==> src/rtl/execute_pkg.sv <==
// execute_pkg: shared encodings for the MIPS EX stage (ALU ops, funct codes, control-bit indices).
package execute_pkg;
  localparam int MULT_CYC = 32;
  localparam int CW = $clog2(MULT_CYC);
  localparam logic [1:0] ALUOP_ADD = 2'b00;
  localparam logic [1:0] ALUOP_SUB = 2'b01;
  localparam logic [1:0] ALUOP_FUNCT = 2'b10;
  localparam logic [5:0] F_ADD = 6'h20;
  localparam logic [5:0] F_SUB = 6'h22;
  localparam logic [5:0] F_AND = 6'h24;
  localparam logic [5:0] F_OR = 6'h25;
  localparam logic [5:0] F_NOR = 6'h27;
  localparam logic [5:0] F_SLT = 6'h2A;
  localparam logic [5:0] F_MUL = 6'h18;
  localparam int EX_REGDST = 3;
  localparam int EX_ALUOP = 1;
  localparam int EX_ALUSRC = 0;
  typedef enum logic [3:0] {
    SEL_AND = 4'b0000,
    SEL_OR  = 4'b0001,
    SEL_ADD = 4'b0010,
    SEL_SUB = 4'b0110,
    SEL_SLT = 4'b0111,
    SEL_MUL = 4'b1000,
    SEL_NOR = 4'b1100,
    SEL_INV = 4'b1111
  } alu_sel_e;
  typedef enum logic [1:0] {IDLE, BUSY, DONE} mul_state_e;
  function automatic alu_sel_e funct_sel(input logic [5:0] f);
    return f == F_ADD ? SEL_ADD :
           f == F_SUB ? SEL_SUB :
           f == F_AND ? SEL_AND :
           f == F_OR  ? SEL_OR  :
           f == F_NOR ? SEL_NOR :
           f == F_SLT ? SEL_SLT : SEL_INV;
  endfunction
endpackage

==> src/rtl/execute_stage_ex_mem_latch.sv <==
// ex_mem_latch: EX/MEM pipeline register; reset or bubble loads all-zero fields.
module ex_mem_latch #(
  parameter int DW = 32
) (
  input  logic          clk,
  input  logic          rst,
  input  logic          i_bubble,
  input  logic [1:0]    i_wb,
  input  logic [2:0]    i_m,
  input  logic [DW-1:0] i_target,
  input  logic          i_zero,
  input  logic [DW-1:0] i_res,
  input  logic [DW-1:0] i_rd2,
  input  logic [4:0]    i_wreg,
  output logic [1:0]    o_wb,
  output logic [2:0]    o_m,
  output logic [DW-1:0] o_target,
  output logic          o_zero,
  output logic [DW-1:0] o_res,
  output logic [DW-1:0] o_rd2,
  output logic [4:0]    o_wreg
);
  always_ff @(posedge clk)
    {o_wb, o_m, o_target, o_zero, o_res, o_rd2, o_wreg} <= (rst || i_bubble) ? '0 :
      {i_wb, i_m, i_target, i_zero, i_res, i_rd2, i_wreg};
endmodule

==> src/rtl/execute_stage.sv <==
// execute_stage: MIPS EX stage (ALU control, ALU, branch adder, dest select, EX/MEM latch).
// EX_MULT_EN adds a multi-cycle shift-add unsigned multiply on funct 0x18.
module execute_stage
  import execute_pkg::*;
#(
  parameter int DW = 32
) (
  input  logic          clk,
  input  logic          rst,
  input  logic [1:0]    id_ex_wb,
  input  logic [2:0]    id_ex_mem,
  input  logic [3:0]    id_ex_execute,
  input  logic [DW-1:0] id_ex_npc,
  input  logic [DW-1:0] id_ex_readdat1,
  input  logic [DW-1:0] id_ex_readdat2,
  input  logic [DW-1:0] id_ex_sign_ext,
  input  logic [4:0]    id_ex_instr_bits_20_16,
  input  logic [4:0]    id_ex_instr_bits_15_11,
  output logic [1:0]    ex_mem_wb,
  output logic [2:0]    ex_mem_m,
  output logic [DW-1:0] ex_mem_branch_target,
  output logic          ex_mem_zero,
  output logic [DW-1:0] ex_mem_alu_result,
  output logic [DW-1:0] ex_mem_readdat2,
  output logic [4:0]    ex_mem_write_reg,
  output logic          ex_stall
);
  logic [1:0]    w_aluop;
  logic [DW-1:0] w_b, w_res, w_target, w_mul_res;
  logic [4:0]    w_wreg;
  logic          w_bubble;
  alu_sel_e      w_base, w_sel;
  assign w_aluop = id_ex_execute[EX_ALUOP +: 2];
  assign w_b = id_ex_execute[EX_ALUSRC] ? id_ex_sign_ext : id_ex_readdat2;
  assign w_wreg = id_ex_execute[EX_REGDST] ? id_ex_instr_bits_15_11 : id_ex_instr_bits_20_16;
  assign w_target = id_ex_npc + {id_ex_sign_ext[DW-3:0], 2'b00};
  assign w_base = w_aluop == ALUOP_ADD ? SEL_ADD :
                  w_aluop == ALUOP_SUB ? SEL_SUB :
                  w_aluop == ALUOP_FUNCT ? funct_sel(id_ex_sign_ext[5:0]) : SEL_INV;
`ifdef EX_MULT_EN
  logic          w_mul;
  mul_state_e    r_state, w_next;
  logic [CW-1:0] r_cnt;
  logic [DW-1:0] r_mcand, r_mplier, r_prod;
  assign w_mul = w_aluop == ALUOP_FUNCT && id_ex_sign_ext[5:0] == F_MUL;
  assign w_sel = w_mul ? SEL_MUL : w_base;
  assign w_mul_res = r_prod;
  always_ff @(posedge clk)
    r_state <= rst ? IDLE : w_next;
  always_comb
    w_next = r_state == IDLE ? (w_mul ? BUSY : IDLE) :
             r_state == BUSY ? (r_cnt == CW'(MULT_CYC - 1) ? DONE : BUSY) : IDLE;
  // Product is only consumed in DONE, when the latch finally loads it.
  always_comb begin
    ex_stall = w_mul && r_state != DONE;
    w_bubble = ex_stall;
  end
  always_ff @(posedge clk) begin
    if (rst) begin
      r_cnt <= '0;
      r_mcand <= '0;
      r_mplier <= '0;
      r_prod <= '0;
    end else if (r_state == IDLE) begin
      r_cnt <= '0;
      r_mcand <= id_ex_readdat1;
      r_mplier <= w_b;
      r_prod <= '0;
    end else if (r_state == BUSY) begin
      r_cnt <= r_cnt + CW'(1);
      r_mcand <= r_mcand << 1;
      r_mplier <= r_mplier >> 1;
      r_prod <= r_prod + (r_mplier[0] ? r_mcand : '0);
    end
  end
`else
  assign w_sel = w_base;
  assign w_mul_res = '0;
  assign ex_stall = 1'b0;
  assign w_bubble = 1'b0;
`endif
  always_comb begin
    case (w_sel)
      SEL_AND: w_res = id_ex_readdat1 & w_b;
      SEL_OR:  w_res = id_ex_readdat1 | w_b;
      SEL_ADD: w_res = id_ex_readdat1 + w_b;
      SEL_SUB: w_res = id_ex_readdat1 - w_b;
      SEL_SLT: w_res = $signed(id_ex_readdat1) < $signed(w_b) ? DW'(1) : '0;
      SEL_NOR: w_res = ~(id_ex_readdat1 | w_b);
      SEL_MUL: w_res = w_mul_res;
      default: w_res = '0;
    endcase
  end
  ex_mem_latch #(.DW(DW)) u_latch (
    .clk     (clk),
    .rst     (rst),
    .i_bubble(w_bubble),
    .i_wb    (id_ex_wb),
    .i_m     (id_ex_mem),
    .i_target(w_target),
    .i_zero  (w_res == '0),
    .i_res   (w_res),
    .i_rd2   (id_ex_readdat2),
    .i_wreg  (w_wreg),
    .o_wb    (ex_mem_wb),
    .o_m     (ex_mem_m),
    .o_target(ex_mem_branch_target),
    .o_zero  (ex_mem_zero),
    .o_res   (ex_mem_alu_result),
    .o_rd2   (ex_mem_readdat2),
    .o_wreg  (ex_mem_write_reg)
  );
endmodule

==> config.mk <==
export PLATFORM = sky130hd
export DESIGN_NAME = execute_stage
export DESIGN_NICKNAME = d
export VERILOG_FILES = /design/src/rtl/execute_pkg.sv /design/src/rtl/execute_stage_ex_mem_latch.sv /design/src/rtl/execute_stage.sv
export SDC_FILE = /design/constraint.sdc
export NUM_CORES = 1
export LEC_CHECK = 0
export CELL_PAD_IN_SITES_DETAIL_PLACEMENT = 0
export CELL_PAD_IN_SITES_GLOBAL_PLACEMENT = 1
export CORE_UTILIZATION = 40
export CTS_BUF_LIST = sky130_fd_sc_hd__clkbuf_4 sky130_fd_sc_hd__clkbuf_8
export DETAILED_ROUTE_END_ITERATION = 12
export PLACE_DENSITY = 0.95
export SLEW_MARGIN = 5
export SYNTH_ARGS = -nofsm -noshare
export SYNTH_HDL_FRONTEND = slang
export SYNTH_SLANG_ARGS = --single-unit
==> constraint.sdc <==
create_clock -name clk -period 9.05 [get_ports clk]
set_input_delay 1.81 -clock clk [delete_from_list [all_inputs] [get_ports clk]]
set_output_delay 1.81 -clock clk [all_outputs]
set_load 0.02 [all_outputs]
==> results of run 1 <==
[per-stage QoR]
step           std cells  total power [mW]
2_1_floorplan       1306              1.04
3_3_place_gp        1829              1.33
3_5_place_dp        1829              1.33
4_1_cts             1844              1.64
5_1_grt             1845              1.73
6_report            1845              1.64
[state kept, by name, summed over array words and instances, names as in the netlist]
name / flops
u_latch.o_res: 32
u_latch.o_wreg: 5
u_latch.o_m: 3
u_latch.o_zero: 1
u_latch.o_wb: 2
u_latch.o_target: 32
u_latch.o_rd2: 32
[layout make-up]
type,instances,share of cell area [%]
diodes,1,0.0191
clock buffers,9,0.947
clock inverters,6,0.469
inverters,120,3.44
multi-input cells,1013,55.7
flip-flops and latches,107,16.4
well taps,324,3.10
repair buffers,265,20.0
[synth_stat cells (12+ instances only)]
master    count
buf_1        12
nor4_1       14
or3_1        13
nor3_1       33
nand3_1      20
nor2_1      143
a31oi_1      14
nor2b_1      63
o21ai_0      59
a22oi_1      13
a21oi_1      91
ha_1        133
xnor2_1      19
mux2i_1      57
dfxtp_1     107
a21o_1       26
inv_1       120
a211oi_1     21
clkbuf_1     40
nand2_1      60
nand2b_1     17
o21bai_1     17
[per-layer routing]
layer	wire length [µm]	track usage, %	part of all wire [%]	up-vias
li1	-	-	-	5077
met1	16000	36.4	43	4923
met2	16600	45.0	45	523
met3	3450	5.42	9.3	61
met4	885	8.19	2.4	0
met5	0	0	0	-
[where the power goes]
part           leakage [nW]  total [mW]  switching (mW)  internal (mW)
clock                0.0906       0.300           0.195          0.105
sequential            0.889       0.527          0.0117          0.516
combinational          4.72       0.813           0.465          0.348
total                  5.70        1.64           0.672          0.969
[worst max-delay path by stage]
| stage | from | endpoint | slack [ns] | cells after the start |
|---|---|---|---|---|
| floorplan | id_ex_sign_ext[0] | u_latch.o_zero | 3.04 | 20 |
| global placement | id_ex_execute[0] | u_latch.o_zero | 2.43 | 15 |
| detailed placement | id_ex_execute[0] | u_latch.o_zero | 2.18 | 18 |
| CTS | id_ex_execute[0] | u_latch.o_zero | 2.58 | 18 |
| global route | id_ex_execute[0] | u_latch.o_zero | 2.23 | 15 |
| finish | id_ex_execute[0] | u_latch.o_zero | 2.53 | 18 |
[cell families after synthesis]
family                     count (synthesis)
AOI/OAI and AO/OA                        370
other                                      1
DFF                                      107
xor gates and xnor gates                  30
and+or+nand+nor                          419
adders and majority gates                136
muxes                                     57
buffers and inverters                    186
==> results.md, run 1 <==
* Status: finished clean
* Post-DR wirelength/cell at 20.1 µm
* Initial antenna violation count at 1
* First-pass GRT wire length at 55,600 µm
* Seq/Total Area, Yosys at 21.1%
* Commonest non-fill, non-tap cell in the layout: clkdlybuf4s50_1
* Post-route ant nets at 0
* CP required at 9.38 ns
* Drt total wl at 37,000 µm
* CTS tree: done
* Slew margin rel. at 33.5%
* # port buffers at 255
* Ys Warns at 0
* Die W at 161 µm
* Crit path max fanout at 19
* CTS H-tree depth at 3
* CTS root buffer: clkbuf_8
* Fillers at 2,387
* Synth Area in XOR/XNOR at 2.59%
* Max-cap violations at 0
* CTS Hold Buffers Added at 0
* # rows at 57
* Total track usage at 27.5%
* Starting Density at 41.2%
* Final Max Slew Viols at 0
* Placed Area at 12,900 µm²
* Syn Inst Count at 1,306
* Synth Area in Simple Gates at 20.5%
* Worst setup SP type: input pin
* Period Utilization, post-route at 72.0%
* Post-Syn Area per Cell at 7.76 µm²
* Share of the synthesized area in the top cell type at 21.1%
* Post_cts resized at 0
* Largest stage delay, worst path at 0.67 ns
* Hold endpoint: u_latch.o_target[2]
* Register area at 2140 µm²
* Final nets at 1,801
* GP Congestion at 0.983
* Post-Syn Area at 10,100 µm²
* DIE AREA at 26,000 µm²
* Worst-path clk slew at 0.12 ns
* Post-synth EDFFs at 0
* Footprint of the multi-input gates at 7280 µm²
* Synth area leader: dfxtp_1
* Num CTS Buffers at 9
* Minimum clock period at 6.52 ns
* I/O pin count at 257
* Hold path start: id_ex_sign_ext[0]
* Post-synthesis mux area share at 5.63%
* FMAX at 153 MHz
* Post-Synth Adder-Cell Area at 17.0%
* Area Overhead vs Synth at 29.1%
* Hold slack at 1.85 ns
* VDD IR-drop max at 0.0948 mV
* Seq cells post-synth at 107
* Kind of critical path: input pin to flop
* Layout cells sized above 1 at 3.95%
* Die height at 161 µm
* GR Overflow Total at 0
* 1st-iter DRT viols at 1,121
* Pre-CTS setup slack at 2.18 ns
* Asr flop ratio synth at 0%
* Power Density at 125 nW/µm²
* Count of different cell masters after synthesis at 83
* Synthesized Nets at 1,591
* Pleak at 5.70 nW
* Clk buf depth at 2
* # clock sinks at 107
* Final Hold Vio Count at 0
* Worst hold stages at 3
* RSZ-0062 raised after global routing: false
* DRC Markers at 0
* Final number of setup-violating endpoints at 0
* Pin count of the biggest net entering global routing at 70
* Final instance area at 13,100 µm²
* CP Capture Type: flop
* Final Core Density at 53.2%
* Arrival @ worst endpoint at 6.84 ns
* Commonest non-fill, non-tap cells in the layout: clkdlybuf4s50_1 (252), nor2_1 (143), ha_1 (133)
* Post-DP HPWL at 28,900 µm
* Worst slew pin tran at 0.998 ns
* Vias in the first global route at 10,000
* Compound-Gate Fraction of Synth Area at 25.8%
* Mean number of vias per cell at 5.74
* Vias at 10,600
* Worst Hold Class: input pin to flop
* Top cells by area, synth: dfxtp_1 (21%), ha_1 (16%), mux2i_1 (5.6%)
* Synth Flop Type: dfxtp_1
* CP cell instances: buf_2 -> buf_4 -> mux2i_1 -> inv_1 -> ha_1 -> inv_1 -> fa_1 -> o21bai_1 -> a221oi_2 -> a21oi_1 -> a21oi_1 -> a311oi_1 -> mux2i_1 -> a2111oi_0 -> nand4_1 -> nor4_1 -> and4_1 -> and4_1
* Largest family of logic cells by synthesized area: compound AO/OA/AOI/OAI gates
* Core Area at 24,600 µm²
* Top Family by Delay on Critical Path: compound AO/OA/AOI/OAI gates
* CP max-delay cell: a2111oi_0
* Post-CTS setup buffers at 0
* Final WS setup at 2.53 ns
* First drt pass iteration count at 6
* Setup_tns at 0 ns
* Buf/Inv on CP at 4
Power figures use the tool's default switching activity.
==> inputs of run 2 (changes only) <==
--- a/config.mk
+++ b/config.mk
@@ -7,10 +7,10 @@
 export LEC_CHECK = 0
 export CELL_PAD_IN_SITES_DETAIL_PLACEMENT = 0
 export CELL_PAD_IN_SITES_GLOBAL_PLACEMENT = 1
-export CORE_UTILIZATION = 40
+export CORE_UTILIZATION = 37
 export CTS_BUF_LIST = sky130_fd_sc_hd__clkbuf_4 sky130_fd_sc_hd__clkbuf_8
 export DETAILED_ROUTE_END_ITERATION = 12
-export PLACE_DENSITY = 0.95
+export PLACE_DENSITY = 0.9
 export SLEW_MARGIN = 5
 export SYNTH_ARGS = -nofsm -noshare
 export SYNTH_HDL_FRONTEND = slang
==> constraint.sdc (replaced) <==
create_clock -name clk -period 6.25 [get_ports clk]
set_input_delay 1.25 -clock clk [delete_from_list [all_inputs] [get_ports clk]]
set_output_delay 1.25 -clock clk [all_outputs]
set_load 0.02 [all_outputs]
==> results.md, run 2 (synthesis results as in run 1) <==
* Final Core Density at 49.0% (-4.2 points)
* Power Density at 181 nW/µm² (+44%)
* Period Utilization, post-route at 91.0%
* GR Overflow Total at 0 (unchanged)
* Final Hold Vio Count at 0 (unchanged)
* CP required at 6.59 ns (-2.79 ns)
* Kind of critical path: input pin to flop
* Worst Hold Class: input pin to flop
* Top cell by count, worst path: and4_1
* Post_cts resized at 0 (unchanged)
* Buf/Inv on CP at 2 (-2)
* I/O pin count at 257 (unchanged)
* Largest stage delay, worst path at 0.58 ns (-0.09 ns)
* DRC Markers at 0 (unchanged)
* Starting Density at 37.7% (-3.5 points)
* Minimum clock period at 5.69 ns
* CP max-delay cell: or4_1
* VDD IR-drop max at 0.113 mV (+19%)
* RSZ-0062 raised after global routing: false
* Max-cap violations at 0 (unchanged)
* Num CTS Buffers at 9 (unchanged)
* Commonest non-fill, non-tap cells in the layout: clkdlybuf4s50_1 (252), nor2_1 (143), ha_1 (133)
* Post-route ant nets at 0 (unchanged)
* First-pass GRT wire length at 56,000 µm (+0.68%)
* First drt pass iteration count at 5 (-1)
* Crit path max fanout at 15 (-4)
* GP Congestion at 0.963 (-2.0%)
* Slew margin rel. at 43.3% (+9.8 points)
* FMAX at 176 MHz
* Final number of setup-violating endpoints at 0 (unchanged)
* Vias at 10,600 (+0.57%)
* Initial antenna violation count at 0 (-1)
* Post-DR wirelength/cell at 19.7 µm (-1.6%)
* CTS H-tree depth at 3 (unchanged)
* Worst setup SP type: input pin
* Arrival @ worst endpoint at 6.03 ns (-0.81 ns)
* Post-DP HPWL at 29,500 µm (+2.0%)
* # clock sinks at 107 (unchanged)
* CP cell instances: buf_2 -> buf_4 -> mux2i_1 -> ha_1 -> or4_1 -> nor2_1 -> nand4_1 -> a21oi_1 -> o211ai_1 -> or3_1 -> a211oi_1 -> o2111a_1 -> and4_1 -> and4_1
* Setup_tns at 0 ns (unchanged)
* Pin count of the biggest net entering global routing at 56 (-20%)
* Vias in the first global route at 10,100 (+0.21%)
* Antenna fix cells at 0 (-1)
* Core Area at 26,900 µm² (+9.2%)
* Die height at 168 µm (+3.9%)
* Drt total wl at 36,900 µm (-0.16%)
* # port buffers at 255 (unchanged)
* Die W at 168 µm (+3.9%)
* Top Family by Delay on Critical Path: simple AND/OR/NAND/NOR gates
* Pleak at 5.74 nW (+0.79%)
* Worst slew pin tran at 0.851 ns (-0.147 ns)
* CTS Hold Buffers Added at 0 (unchanged)
* Mean number of vias per cell at 5.69 (-0.83%)
* Post-CTS setup buffers at 0 (unchanged)
* Commonest non-fill, non-tap cell in the layout: clkdlybuf4s50_1
* CTS root buffer: clkbuf_8
* DIE AREA at 28,100 µm² (+8.0%)
* Power, Total at 2.38 mW (+45%)
* CTS tree: done
* Final Max Slew Viols at 0 (unchanged)
* Area Overhead vs Synth at 29.9%
* # rows at 60 (+5.3%)
* Clk buf depth at 2 (unchanged)
* CP Capture Type: flop
* Total track usage at 25.6% (-1.9 points)
* Final nets at 1,810 (+0.50%)
* 1st-iter DRT viols at 928 (-17%)
* Status: finished clean
* Worst-path clk slew at 0.11 ns (about the same)
* Layout cells sized above 1 at 4.64% (+0.69 points)
-- run 2: cell types whose count changed in the layout (fill, tap and decap cells not counted), sizes merged --
cell    previous run  this run
buf               13        22
clkbuf             9        10
diode              1         0
-- run 2: worst paths after layout --
check  slack, ns        startpoint  cells after the start           endpoint
max         0.56  id_ex_execute[0]                     14     u_latch.o_zero
min         1.36               rst                      2  u_latch.o_wreg[0]
-- run 2: cell type report --
class | instances | area, µm²
well taps | 341 | 427
inverters | 120 | 450
flip-flops and latches | 107 | 2140
clock buffers | 10 | 131
clock inverters | 6 | 61.3
repair buffers | 274 | 2680
fillers | 2601 | 13700
multi-input cells | 1013 | 7270
-- run 2: per-stage QoR --
| step | instance area (µm²) | cells | hold WS, ns | worst slack [ns] |
|---|---|---|---|---|
| after global routing | 13200 | 1871 | 1.37 | 0.498 |
| after CTS | 13200 | 1871 | 1.35 | 0.671 |
| final | 13200 | 1871 | 1.36 | 0.560 |
| after global placement | 13000 | 1855 | 1.75 | 0.283 |
| after detailed placement | 13000 | 1855 | 1.76 | 0.262 |
| after floorplan | 10100 | 1306 | 1.38 | 0.797 |
-- run 2: where the power goes --
group / internal, mW / switching (mW) / total, mW
combinational: 0.509 / 0.671 / 1.18
sequential: 0.747 / 0.0175 / 0.764
clock: 0.159 / 0.278 / 0.437
-- run 2: routing by layer --
metal / part of all wire [%] / global-route usage, %
met5: 0 / 0
met4: 2.6 / 8.62
met3: 8.1 / 4.09
met1: 44 / 34.2
met2: 45 / 41.6
